`src/rtl/prbs_frame_source.sv`:
```
// prbs_frame_source: link-test traffic generator. It emits back-to-back
// framed PRBS-7 bytes (sync, seq, payload, checksum) on a valid/ready
// byte stream. After each frame it inserts a gap and one idle cycle.
// Enable is only looked at between frames.
module prbs_frame_source #(
   parameter int PAYLOAD_LEN = 16,
   parameter int GAP_LEN     = 4
) (
   input  logic        clk,
   input  logic        rst,
   input  logic        enable,
   output logic [7:0]  out_data,
   output logic        out_valid,
   input  logic        out_ready,
   output logic        out_sof,
   output logic        out_eof,
   output logic        busy,
   output logic [15:0] frame_count
);

   localparam logic [2:0] ST_IDLE    = 3'd0;
   localparam logic [2:0] ST_SYNC    = 3'd1;
   localparam logic [2:0] ST_SEQ     = 3'd2;
   localparam logic [2:0] ST_PAYLOAD = 3'd3;
   localparam logic [2:0] ST_CSUM    = 3'd4;
   localparam logic [2:0] ST_GAP     = 3'd5;

   localparam logic [7:0] SYNC_BYTE  = 8'h7E;
   localparam logic [6:0] LFSR_SEED  = 7'h7F;
   localparam logic [7:0] PLEN_M1    = 8'(PAYLOAD_LEN - 1);
   // With GAP_LEN=0 the GAP state is never entered, so the wrapped value is harmless.
   localparam logic [7:0] GLEN_M1    = 8'(GAP_LEN - 1);

   logic [2:0]  state_reg, state_next;
   logic [6:0]  lfsr_reg, lfsr_next, lfsr_adv;
   logic [7:0]  csum_reg, csum_next;
   logic [7:0]  idx_reg, idx_next;
   logic [7:0]  gap_reg, gap_next;
   logic [15:0] fc_next;
   logic [7:0]  data_next;
   logic        valid_next, sof_next, eof_next;
   logic        accept;

   // Advance x^7+x^6+1 by eight single-bit steps.
   function automatic logic [6:0] lfsr_step8(input logic [6:0] s);
      logic [6:0] t;
      t = s;
      for (int i = 0; i < 8; i++) begin
         t = {t[5:0], t[6] ^ t[5]};
      end
      return t;
   endfunction

   // Byte produced by the next eight steps; the first bit lands in bit 7.
   function automatic logic [7:0] lfsr_byte(input logic [6:0] s);
      logic [6:0] t;
      logic [7:0] b;
      t = s;
      b = '0;
      for (int i = 0; i < 8; i++) begin
         b = {b[6:0], t[6] ^ t[5]};
         t = {t[5:0], t[6] ^ t[5]};
      end
      return b;
   endfunction

   assign accept   = out_valid && out_ready;
   assign lfsr_adv = lfsr_step8(lfsr_reg);

   // Frame sequencing: everything that moves within a frame advances only on accept.
   always_comb begin
      state_next = state_reg;
      lfsr_next  = lfsr_reg;
      csum_next  = csum_reg;
      idx_next   = idx_reg;
      gap_next   = gap_reg;
      fc_next    = frame_count;
      case (state_reg)
         ST_IDLE: begin
            if (enable) state_next = ST_SYNC;
         end
         ST_SYNC: begin
            if (accept) state_next = ST_SEQ;
         end
         ST_SEQ: begin
            if (accept) begin
               state_next = ST_PAYLOAD;
               idx_next   = '0;
            end
         end
         ST_PAYLOAD: begin
            if (accept) begin
               lfsr_next = lfsr_adv;
               csum_next = csum_reg + out_data;
               idx_next  = idx_reg + 8'd1;
               if (idx_reg == PLEN_M1) state_next = ST_CSUM;
            end
         end
         ST_CSUM: begin
            if (accept) begin
               fc_next    = frame_count + 16'd1;
               csum_next  = '0;
               gap_next   = '0;
               state_next = (GAP_LEN == 0) ? ST_IDLE : ST_GAP;
            end
         end
         ST_GAP: begin
            if (gap_reg == GLEN_M1) state_next = ST_IDLE;
            else                    gap_next   = gap_reg + 8'd1;
         end
         default: state_next = ST_IDLE;
      endcase
   end

   // Output byte for the state being entered, so the registered outputs line up with the state.
   always_comb begin
      data_next  = '0;
      valid_next = 1'b0;
      sof_next   = 1'b0;
      eof_next   = 1'b0;
      case (state_next)
         ST_SYNC: begin
            data_next  = SYNC_BYTE;
            valid_next = 1'b1;
            sof_next   = 1'b1;
         end
         ST_SEQ: begin
            data_next  = frame_count[7:0];
            valid_next = 1'b1;
         end
         ST_PAYLOAD: begin
            data_next  = lfsr_byte(lfsr_next);
            valid_next = 1'b1;
         end
         ST_CSUM: begin
            data_next  = csum_next;
            valid_next = 1'b1;
            eof_next   = 1'b1;
         end
         default: ;
      endcase
   end

   // State and output registers; reset clears everything immediately.
   always_ff @(posedge clk or posedge rst) begin
      if (rst) begin
         state_reg   <= ST_IDLE;
         lfsr_reg    <= LFSR_SEED;
         csum_reg    <= '0;
         idx_reg     <= '0;
         gap_reg     <= '0;
         frame_count <= '0;
         out_data    <= '0;
         out_valid   <= 1'b0;
         out_sof     <= 1'b0;
         out_eof     <= 1'b0;
         busy        <= 1'b0;
      end else begin
         state_reg   <= state_next;
         lfsr_reg    <= lfsr_next;
         csum_reg    <= csum_next;
         idx_reg     <= idx_next;
         gap_reg     <= gap_next;
         frame_count <= fc_next;
         out_data    <= data_next;
         out_valid   <= valid_next;
         out_sof     <= sof_next;
         out_eof     <= eof_next;
         busy        <= (state_next != ST_IDLE);
      end
   end

endmodule

```
`config.mk`:
```
export PLATFORM = sky130hd
export DESIGN_NAME = prbs_frame_source
export DESIGN_NICKNAME = d
export VERILOG_FILES = /design/src/rtl/prbs_frame_source.sv
export SDC_FILE = /design/constraint.sdc
export NUM_CORES = 1
export LEC_CHECK = 0
export CORE_MARGIN = 1
export CORE_UTILIZATION = 40
export CTS_BUF_LIST = sky130_fd_sc_hd__clkbuf_8
export CTS_CLUSTER_SIZE = 12
export DETAILED_ROUTE_END_ITERATION = 8
export PLACE_DENSITY = 0.71
export SETUP_SLACK_MARGIN = 0.3
export SLEW_MARGIN = 10
export SYNTH_ARGS = -nofsm -noshare
export SYNTH_HDL_FRONTEND = slang
export SYNTH_SLANG_ARGS = --single-unit
export TNS_END_PERCENT = 30
```
`constraint.sdc`:
```
create_clock -name clk -period 2.92 [get_ports clk]
set_clock_uncertainty 0.05 [all_clocks]
set_input_delay 0.876 -clock clk [delete_from_list [all_inputs] [get_ports clk]]
set_output_delay 0.876 -clock clk [all_outputs]
set_load 0.02 [all_outputs]
```
Word-level counts from Yosys, hierarchy flattened. Index checks and enable logic that the tools add are counted. W data, S select, Z words.

Flip-flop bits (word level): 62. Bits of input ports: 4. Word-level logic and storage cells: 77.

$add $sub $neg: 4. Equal/unequal tests: 15. Muxes and demuxes: 22. Bitwise logic cells: 16. Reductions and logical operators: 9.

Operators with widths (number): $pmux W8 S2 (3); $mux W8 (5); $pmux W8 S4 (1); $mux W3 (7); $pmux W3 S6 (1); $add A16 B1 Y16 const B (1); $add A8 B1 Y8 const B (2); $xor A1 B1 Y1 (16); $mux W7 (2); $eq A3 B2 Y1 const B (4); $eq A3 B3 Y1 const B (3); $add A8 B8 Y8 (1); $eq A8 B2 Y1 const B (1); $eq A8 B4 Y1 const B (1); $ne A2 B2 Y1 const B (4); $eq A3 B1 Y1 const B (2); $reduce_and A3 Y1 (2); $reduce_bool A2 Y1 (2); $reduce_or A4 Y1 (1); $logic_not A3 Y1 (1); $mux W1 (3); $reduce_bool A3 Y1 (1); $reduce_and A2 Y1 (1); $logic_and A1 B1 Y1 (1).

Logic depth before layout (Yosys ltp). Gate-level depths: netlist (run 1).

Depth in word-level cells: 7. Gate-level depth with buffers: 9. Gate-level depth less buffers: 8.

Least setup slack after synthesis (run 1). Ideal clock, no wire load.

Kind: input port to flip-flop. From: input out_ready. To: register out_data[1]. Setup time: 136 ps. Data arrival time: 2288 ps. Data required time: 2734 ps. Setup slack: 446 ps. Stages on the path: 9. Path buffers: 3. Cells stage by stage: and4b_1 -> and2_1 -> buf_2 -> buf_2 -> clkbuf_1 -> nand2_1 -> o21ai_0 -> xor2_1 -> o21ai_0.

Longest elaborated chain between the ends: 6.

Ends and longest elaborated chain: from (decl) (line 14) `input logic out_ready,`; $logic_and A1 B1 Y1 * (line 67) `assign accept = out_valid && out_ready;`; parallel branches: the longest is 4 deep, another holds $pmux W3 S6; $pmux W8 S4 * (line 121) `case (state_next)`; via data_next[1] (line 40) `logic [7:0] data_next;`; to (signal assigned) (line 165) `out_data <= data_next;`; to (decl) (line 12) `output logic [7:0] out_data,`.

Mark *: on every way through the listed nets, which the timed path passes. A chain may end at the register's enable or synchronous reset.

Worst setup path in the final report (run 1).
From: register gap_reg[0]. To: register out_data[6].

Longest elaborated chain between the ends: 5.

Ends and longest elaborated chain: from (decl) (line 38) `logic [7:0] gap_reg, gap_next;`; from (signal assigned) (line 163) `gap_reg <= gap_next;`; $eq A8 B2 Y1 * (line 108) `if (gap_reg == GLEN_M1) state_next = ST_IDLE;`; $mux W3 * (line 108); $pmux W3 S6 * (line 78) `case (state_reg)`; $eq A3 B3 Y1, or another cell as far along (line 121); $pmux W8 S4 * (line 121); via data_next[6] (line 40).

Mark *: on every way through the listed nets, which the timed path passes. The rest lies on a longest branch.

==> metrics.txt, run 1 <==
status=complete, no violations; post-synthesis sequential area ratio=46.4%; Clock Pin Slew Worst Setup and Hold Paths=0.07 ns; flops & latches, synth=62; cts bufs inserted=9; ratio of cells with drive above 1 in the final layout=17.3%; min cycle time layout=roughly 2.6 ns; htree depth=3; # IOs=32; Fillers=721; fmax=389 MHz; setup TNS=0 ns; Syn. warnings=0; hpwl dp=between 5 and 6 mm; max reg flops=16; Area growth syn-to-layout=25.7%; Root Buffer=clkbuf_8; NumNets Final=398; chip width=93.7 um; compound-gate portion of the synthesized area=around 14%; Post-Place Setup Slack=-0.128 ns; ys async rst share=100%; routed vias=2,585; Final WS setup=0.348 ns; internal power=1.37 mW; Non-Filler Instances=around 490; initial antenna violation count=0; Tightest Hold Check Type=register to register; gr usage total=17.9%; Biggest register=frame_count; Routed Antenna Nets=0; CP Cell Sequence=ha_4 > or4b_4 > o41ai_4 > nand2_4 > or4_4 > nand2b_1 > a21boi_1; Synth Area in XOR/XNOR=between 10% and 20%; Seq pwr share=49.8%; main combinational cell family by area after synthesis=simple AND/OR/NAND/NOR gates; DRC errors left=0; Arr. time, crit path=2.78 ns; die area=0.00878 sq mm; Req. time, crit path=3.13 ns; synth top area cells=dfrtp_1, xnor2_1, dfstp_2; Core ar.=just over 0.008 sq mm; Pwr Total=1.72 mW; PwrDens=408 mW/mm^2; Post-Syn Nets=347; RSZ-0062 raised after global routing=yes; Final Util=51.7%; Synth Area in Adders=under 10%; crit path kind=register to register; worst slew pin tran=about 0.59 ns; Initial Util=41.2%; Clock Power Share=48.6%; die height=about 94 um; Sw Pwr=0.356 mW; Static Leak=1.85 nW; clk sink count=62; Final GP Congestion=0.824; Vias/cell=5.24; largest area contributor in the netlist=dfrtp_1; simple-gate share of the synthesized area=about a fifth; max incr delay on CP=0.55 ns; Worst-Skew Late Latency=0.34 ns; element type at the critical path end=register; Comb power frac=1.5%; fin crit share=88.1%; Antenna Cells=0; Post-Syn Instances=332; mux cell area share after synthesis=between 2 and 2.5%; DRT Wirelength=~7 mm; post-synthesis cell type count=57; Max clock buf depth=2; Slew Limit Headroom=60.7%; VDD IR max=approximately 0.25 mV; Critical Path Slowest Stage Cell=or4_4; iteration count of the initial detailed-routing pass=4; Initial DRC Count=119; Final Hold Fails=0; routed len/inst=14.3 um; pin count of the biggest net entering global routing=34; num rows=33; dpl cells=474; average size of a mapped cell=approximately 10 sq um; first-pass GRT wire length=12.2 mm; Slew Viols, Final=0; worst-path fanout max=4; Port Buffer Count=31; crit start category=register; Final Setup Violations=0; dominant synthesized flop cell=dfrtp_1; Sw Ratio=20.7%; vias in the first global route=2,525; Syn Std Cell Area=0.00336 sq mm; Overflow after GRT=0; Reg2Reg Setup Slack=about 0.35 ns; CTS tree=done; number of synthesized flops with an enable pin=0; share of the synthesized area in the top cell type=about two fifths; MaxCap Viol Count=0
stage by stage:
step,hold slack (ns),instance area [sq um]
2_1_floorplan,0.416,3360
3_3_place_gp,0.417,3940
3_5_place_dp,0.434,3940
4_1_cts,0.452,4170
5_1_grt,0.473,4230
6_report,0.444,4230
repair_timing:
item | in CTS | in global routing
pin swaps | 0 | 2
resized for setup | 1 | 9
setup buffers | 0 | 3
setup endpoints to repair | 5 | 7
hold buffers | 0 | 0
metal layers:
| layer | part of all wire (%) | vias to the layer above | GRT usage [%] |
|---|---|---|---|
| met4 | 1.7 | 0 | 7.69 |
| met1 | 49 | 1238 | 24.7 |
| met2 | 46 | 42 | 27.6 |
| met5 | 0 | - | 0 |
| met3 | 3.3 | 10 | 3.16 |
| li1 | - | 1295 | - |
synthesized netlist by cell type (7+ instances only):
cell,count
mux2i_1,7
nor3_1,7
dfrtp_1,55
dfstp_2,7
a22o_1,7
clkbuf_1,12
ha_1,10
nand2_1,37
xnor2_1,29
nand4_1,7
o21ai_0,14
nor2_1,23
xor2_1,14
nand3_1,14
a21oi_1,8
cell type report:
cell class	count	area, sq um	share of cell area (%)
inverter	5	18.8	0.444
timing repair buffer	56	523	12.4
tap	105	131	3.11
clock buffer	10	138	3.25
multi-input combinational	249	1770	41.9
sequential	62	1560	36.9
clock inverter	6	85.1	2.01
critical path, delay by kind of cell, from the launching register on:
kind | cells | cell delay, ns
AND/OR/NAND/NOR | 4 | 1.30
adder cells (fa/ha/maj) | 1 | 0.18
flip-flops | 1 | 0.42
AO/OA/AOI/OAI | 2 | 0.56
power by group through the flow:
stage | sequential, mW | combinational, mW | clock (mW)
2_1_floorplan | 0.875 | 0.0125 | 0
3_3_place_gp | 0.875 | 0.0272 | 0
3_5_place_dp | 0.875 | 0.0277 | 0
4_1_cts | 0.859 | 0.0276 | 0.855
5_1_grt | 0.858 | 0.0307 | 0.896
6_report | 0.859 | 0.0263 | 0.838
cell families after synthesis:
group                    after synthesis
flip-flops                            62
buffers and inverters                 21
adder cells (fa/ha/maj)               11
AND/OR/NAND/NOR                      123
AO/OA/AOI/OAI                         65
multiplexers                           7
XOR/XNOR                              43
layout by cell type (no fill, tap or decap), types with 3 or more instances in the layout:
master           synthesis  routed
a211oi_1                 3       3
a21o_1                   4       4
a21oi_1                  8       8
a221oi_1                 5       5
a22o_1                   7       7
and3_1                   4       4
buf_4                    0      23
clkbuf_8                 0      10
clkdlybuf4s50_1          0      31
dfrtp_1                 55      55
dfstp_2                  7       7
ha_1                    10       9
inv_1                    5       4
mux2i_1                  7       7
nand2_1                 37      37
nand2b_1                 4       4
nand3_1                 14      14
nand4_1                  7       7
nor2_1                  23      22
nor3_1                   7       6
o21a_1                   4       4
o21ai_0                 14      14
o21bai_1                 3       3
or3_1                    4       3
xnor2_1                 29      29
xor2_1                  14      14
final timing paths:
path,from,endpoint,cells past startpoint
setup / recovery,gap_reg[0],out_data[6],7
hold / removal,frame_count[15],frame_count[15],1
setup reg to reg,gap_reg[0],out_data[6],7
hold reg to reg,frame_count[15],frame_count[15],1
max in group asynchronous,rst,lfsr_reg[1],3
min in group asynchronous,rst,frame_count[10],2
No activity file was read; power rests on OpenSTA's default activity.
==> run 2, diff against run 1 <==
CAP_MARGIN = 10   (was not set)
CTS_CLUSTER_DIAMETER = 40   (was not set)
==> results of run 2 <==
The final DEF is identical to that of run 1; final timing and power are the same.
